--- config.mk ---
export PLATFORM = sky130hd
export DESIGN_NAME = kbd_event_sequencer
export DESIGN_NICKNAME = d
export VERILOG_FILES = /design/src/rtl/kbd_pkg.sv /design/src/rtl/kbd_event_sequencer.sv
export SDC_FILE = /design/constraint.sdc
export NUM_CORES = 1
export LEC_CHECK = 0
export ABC_AREA = 1
export CAP_MARGIN = 20
export CORE_UTILIZATION = 45
export CTS_BUF_LIST = sky130_fd_sc_hd__clkbuf_16
export CTS_CLUSTER_DIAMETER = 120
export CTS_CLUSTER_SIZE = 14
export DETAILED_ROUTE_END_ITERATION = 10
export GPL_TIMING_DRIVEN = 1
export PLACE_DENSITY = 0.71
export SLEW_MARGIN = 20
export SYNTH_ARGS = -nofsm -noshare
export SYNTH_HDL_FRONTEND = slang
export SYNTH_SLANG_ARGS = --single-unit
--- constraint.sdc ---
create_clock -name clk -period 1.7 [get_ports clk]
set_input_delay 0.34 -clock clk [delete_from_list [all_inputs] [get_ports clk]]
set_output_delay 0.34 -clock clk [all_outputs]
set_load 0.02 [all_outputs]
--- src/rtl/kbd_pkg.sv ---
// Shared PS/2 keyboard constants and sequencer state encoding.
// Imported by kbd_event_sequencer.
package kbd_pkg;

   localparam logic [7:0] PS2_EXT = 8'hE0;
   localparam logic [7:0] PS2_BRK = 8'hF0;
   localparam logic [7:0] PS2_BAT = 8'hAA;

   typedef enum logic [2:0] {
      ST_IDLE,
      ST_EXT,
      ST_BRK,
      ST_EXT_BRK,
      ST_EMIT
   } kbd_state_t;

   function automatic logic is_prefix(input logic [7:0] b);
      return (b == PS2_EXT) || (b == PS2_BRK);
   endfunction

endpackage

--- src/rtl/kbd_event_sequencer.sv ---
// Turns a PS/2 scan byte stream (E0/F0 prefixes) into key events.
// Ports: rx_valid/rx_data/rx_ready pop a byte FIFO; evt_* is a
// valid/ready event output; held/last_code/key_cnt track the held
// key; proto_err is a sticky prefix/timeout error flag.
module kbd_event_sequencer
   import kbd_pkg::*;
#(
   parameter int TIMEOUT_CYCLES = 50000
) (
   input  logic       clk,
   input  logic       rst,
   input  logic       rx_valid,
   input  logic [7:0] rx_data,
   output logic       rx_ready,
   output logic       evt_valid,
   input  logic       evt_ready,
   output logic [7:0] evt_code,
   output logic       evt_ext,
   output logic       evt_make,
   output logic       evt_repeat,
   output logic       held,
   output logic [7:0] last_code,
   output logic [7:0] key_cnt,
   output logic       proto_err
);

   localparam int TW =
      (TIMEOUT_CYCLES > 1) ? $clog2(TIMEOUT_CYCLES) : 1;
   localparam logic [TW-1:0] TMO_LAST = TW'(TIMEOUT_CYCLES - 1);

   kbd_state_t    state;
   logic [TW-1:0] tmo_cnt;
   logic          held_ext;

   logic take;
   logic in_pfx;
   logic ev_ext;
   logic ev_make;
   logic match;
   logic bat_drop;
   logic go_ext;
   logic go_brk;
   logic bad_pfx;
   logic is_code;

   assign take   = rx_valid & rx_ready;
   assign in_pfx = (state == ST_EXT) || (state == ST_BRK) ||
                   (state == ST_EXT_BRK);

   always_comb begin
      ev_ext   = (state == ST_EXT) || (state == ST_EXT_BRK);
      ev_make  = (state == ST_IDLE) || (state == ST_EXT);
      // last_code always names the held key while held=1
      match    = held && (rx_data == last_code) &&
                 (ev_ext == held_ext);
      bat_drop = (state == ST_IDLE) && (rx_data == PS2_BAT);
      go_ext   = (state == ST_IDLE) && (rx_data == PS2_EXT);
      go_brk   = ((state == ST_IDLE) || (state == ST_EXT)) &&
                 (rx_data == PS2_BRK);
      bad_pfx  = is_prefix(rx_data) && !go_ext && !go_brk;
      is_code  = !is_prefix(rx_data) && !bat_drop;
   end

   always_ff @(posedge clk or posedge rst) begin
      if (rst) begin
         state      <= ST_IDLE;
         tmo_cnt    <= '0;
         rx_ready   <= 1'b1;
         evt_valid  <= 1'b0;
         evt_code   <= 8'h00;
         evt_ext    <= 1'b0;
         evt_make   <= 1'b0;
         evt_repeat <= 1'b0;
         held       <= 1'b0;
         held_ext   <= 1'b0;
         last_code  <= 8'h00;
         key_cnt    <= 8'h00;
         proto_err  <= 1'b0;
      end else if (state == ST_EMIT) begin
         if (evt_ready) begin
            state     <= ST_IDLE;
            rx_ready  <= 1'b1;
            evt_valid <= 1'b0;
         end
      end else if (take) begin
         tmo_cnt <= '0;
         unique case (1'b1)
            bat_drop: state <= ST_IDLE;
            go_ext:   state <= ST_EXT;
            go_brk:   state <= (state == ST_IDLE) ?
                               ST_BRK : ST_EXT_BRK;
            bad_pfx: begin
               proto_err <= 1'b1;
               state     <= ST_IDLE;
            end
            is_code: begin
               state      <= ST_EMIT;
               rx_ready   <= 1'b0;
               evt_valid  <= 1'b1;
               evt_code   <= rx_data;
               evt_ext    <= ev_ext;
               evt_make   <= ev_make;
               evt_repeat <= ev_make && match;
               if (ev_make && !match) begin
                  held      <= 1'b1;
                  held_ext  <= ev_ext;
                  last_code <= rx_data;
                  key_cnt   <= key_cnt + 8'd1;
               end
               if (!ev_make && match)
                  held <= 1'b0;
            end
            default: state <= ST_IDLE;
         endcase
      end else if (in_pfx) begin
         // silence while a prefix waits for its follow-up byte
         if (tmo_cnt == TMO_LAST) begin
            proto_err <= 1'b1;
            state     <= ST_IDLE;
            tmo_cnt   <= '0;
         end else begin
            tmo_cnt <= tmo_cnt + TW'(1);
         end
      end
   end

endmodule

==> results.cfg, run 1 <==
[logic_synthesis]
yosysMostFrequentCell = nand2_1
yosysSeqAreaShare = 0.455
yosysTopAreaCell = dfrtp_1
synth.area.top_cells = dfrtp_1 45%, nand2_1 16%, nand3_1 6.1%, nor2_1 4.7%, inv_1 4.5%
synth_fa_ha_area_frac = 0.0223
synth_top_area_frac = 0.445
synth_top_family_by_area = simple AND/OR/NAND/NOR gates
synth_fp_nets = 385
syn_area_mm2 = 0.00281
synth_edf_count = 0
synthCells = 368
synth_mux_area_frac = 0
syn_avg_cell_area_um2 = 7.63
synth-simple-area-share = 0.375
synth_cell_types = 29
synthArstFlopShare = 1.00
yosysWarnings = 0
synth_compound_area_frac = 0.0361
ys_top_cells_by_count = 120 x nand2_1, 50 x dfrtp_1, 35 x nor2_1
synth-seq-cells = 51
synth-xor-area-share = 0.0374
synth-main-ff-cell = dfrtp_1

[power_and_ir_drop]
power_density_mw_per_mm2 = 629
p_leak_nw = 2.07
total_power_w = 0.00246
ir_drop_mv = 0.473

[worst_setup_path]
cp_num_buf_inv = 1
cp_top_family = buffers and inverters
crit_fanout = 4
crit_slowest_cell = clkdlybuf4s50_1
worst_setup_path_end_kind = output port
crit_path_cell_trace = clkdlybuf4s50_1
critical_path_required_ns = 1.36
r2r_start = last_code[6]
critical_path_class = flip-flop to output port
worstPathArrival_ns = 1.34
critPathLaunch = last_code[5]
critPathMaxStageDelay_ns = 0.63
cp-start-kind = flip-flop

[grt]
antenna_found_initial = 0
grt_pass1_vias = 2673
grtUsageTotal = 0.245
grt_pass1_wl_mm = 12.1
overflow = 0
grt_start_max_net_pins = 43

[timing]
hold_viol_final = 0
setup_ws_ns = 0.0214
slew_viol_final = 0
relSlewSlack = 0.763
post-route-period-util = 0.987
tns_ns = 0
post-route-min-period_ns = 1.68
setup_viol = 0
finClkSkew_ns = 0.00973
grt_setup_unrepaired = true
worst_pin_slew_ns = 0.352
max_freq_ghz = 0.596

[floorplanning]
boundaryPins = 43
start_util = 0.472
die_w_um = 81.0
rows = 28
die-area_mm2 = 0.00656
core_region_area_mm2 = 0.00596
chipHeight_um = 81.0

[job]
max-cap-violations = 0

[clock_network]
cts_inserted_buffers = 5
cts.reportedPaths.clkPinSlew_ns = 0.07
cts_max_level = 2
root_buffer = clkbuf_16
hold_buffers = 0
tritoncts = yes
clockBufferDepth = 2
clk_latency_ns = 0.29
clkSinkCount = 51

[detailed_routing]
vias = 2652
drtIter0Drc = 131
post_drt_wl_per_cell_um = 13.9
drtPass1Iterations = 4
final_antenna_net_count = 0
via_per_inst = 5.06
wirelength_mm = 7.28
drc = 0

[worst_hold_path]
hp-class = input pin to async pin

[cells_and_area]
utilization = 0.657
antenna_cells = 0
fill_cells = 499
instances_no_fill = 524
drive_above_1_share = 0.196
fin_nets = 465
area_delta_synth_final_pct = 39.3

[outcome]
run_status = completed

[placement]
gp_congestion = 0.863
dpl.hpwl_mm = 5.09
io_buffer_count = 42
dp_cells = 510
post-place-ws_ns = -0.424
-- per-layer routing --
layer  GRT usage  vias up  part of all wire
met5           0        -                 0
met4       0.113        0             0.018
met3      0.0472       14             0.038
met2       0.410       58              0.51
met1       0.304     1251              0.44
li1            -     1329                 -
-- kinds of logic (layout without fill, tap and decap cells) --
logic type      count (synthesis)  in the layout
fa+ha+maj                       5              5
buf+inv                        49            129
simple gates                  231            232
compound gates                 20             20
flops                          51             51
xor+xnor                       12             12
-- path summary, 6_finish.rpt --
path	endpoint	slack (ns)	depth (start not counted)
setup / recovery	last_code[5]	0.02	1
hold / removal	evt_code[1]	0.29	2
setup reg to reg	key_cnt[0]	0.07	10
hold reg to reg	proto_err	0.47	2
max in group asynchronous	rx_ready	0.89	3
min in group clk	proto_err	0.47	2
-- cell type report --
class,count,area (um^2),share of cell area
Multi-Input combinational cell,269,1410,0.360
Sequential cell,51,1280,0.326
Timing Repair Buffer,81,816,0.208
Inverter,40,153,0.0390
Clock buffer,5,125,0.0320
Tap cell,75,93.8,0.0240
Clock inverter,3,38.8,0.00991
-- state kept, by name, indices dropped and copies added (netlist names) --
| signal | flops |
|---|---|
| evt_repeat | 1 |
| state | 3 |
| rx_ready | 1 |
| evt_code | 8 |
| evt_ext | 1 |
| held | 1 |
| key_cnt | 8 |
| held_ext | 1 |
| tmo_cnt | 16 |
| evt_valid | 1 |
| last_code | 8 |
| proto_err | 1 |
| evt_make | 1 |
-- cells in the final DEF, fill, tap and decap left out, types with 2 or more instances in the layout --
cell,count
a21oi_1,3
buf_12,5
buf_16,2
buf_4,32
clkbuf_16,5
clkdlybuf4s50_1,24
clkinv_1,2
dfrtp_1,50
dlygate4sd2_1,12
dlymetal6s2s_1,6
ha_1,4
inv_1,30
inv_2,8
nand2_1,114
nand2_2,12
nand2_4,3
nand3_1,31
nand3_2,3
nand3b_1,2
nand4_1,11
nor2_1,31
nor2_2,5
nor3_1,13
nor3_4,2
o21ai_0,13
o21ai_1,2
xnor2_1,3
xor2_1,8
-- report_power, final --
part	internal (W)	leakage [nW]	total, W	switching (W)
Clock	0.000687	0.0812	0.00113	0.000442
Combinational	0.0000535	1.28	0.000120	0.0000665
Sequential	0.00121	0.704	0.00121	0
Total	0.00195	2.07	0.00246	0.000508
-- timing repair --
action,CTS,global route
setup buffers,0,3
setup endpoints to repair,24,32
cloned,3,0
pin swaps,7,12
resized for setup,21,25
-- metrics by stage --
| step | hold slack [ns] | instance area (um^2) |
|---|---|---|
| 4_1_cts | 0.298 | 3840 |
| 2_1_floorplan | 0.442 | 2820 |
| 3_5_place_dp | 0.461 | 3580 |
| 6_report | 0.289 | 3910 |
| 5_1_grt | 0.303 | 3910 |
| 3_3_place_gp | 0.448 | 3580 |
Power figures use the tool's default switching activity.
==> run 2: changes to the inputs <==
SLEW_MARGIN = not set   (was 20)
==> results of run 2 <==
Same layout as run 1: the final DEF is identical, and so are final timing and power.
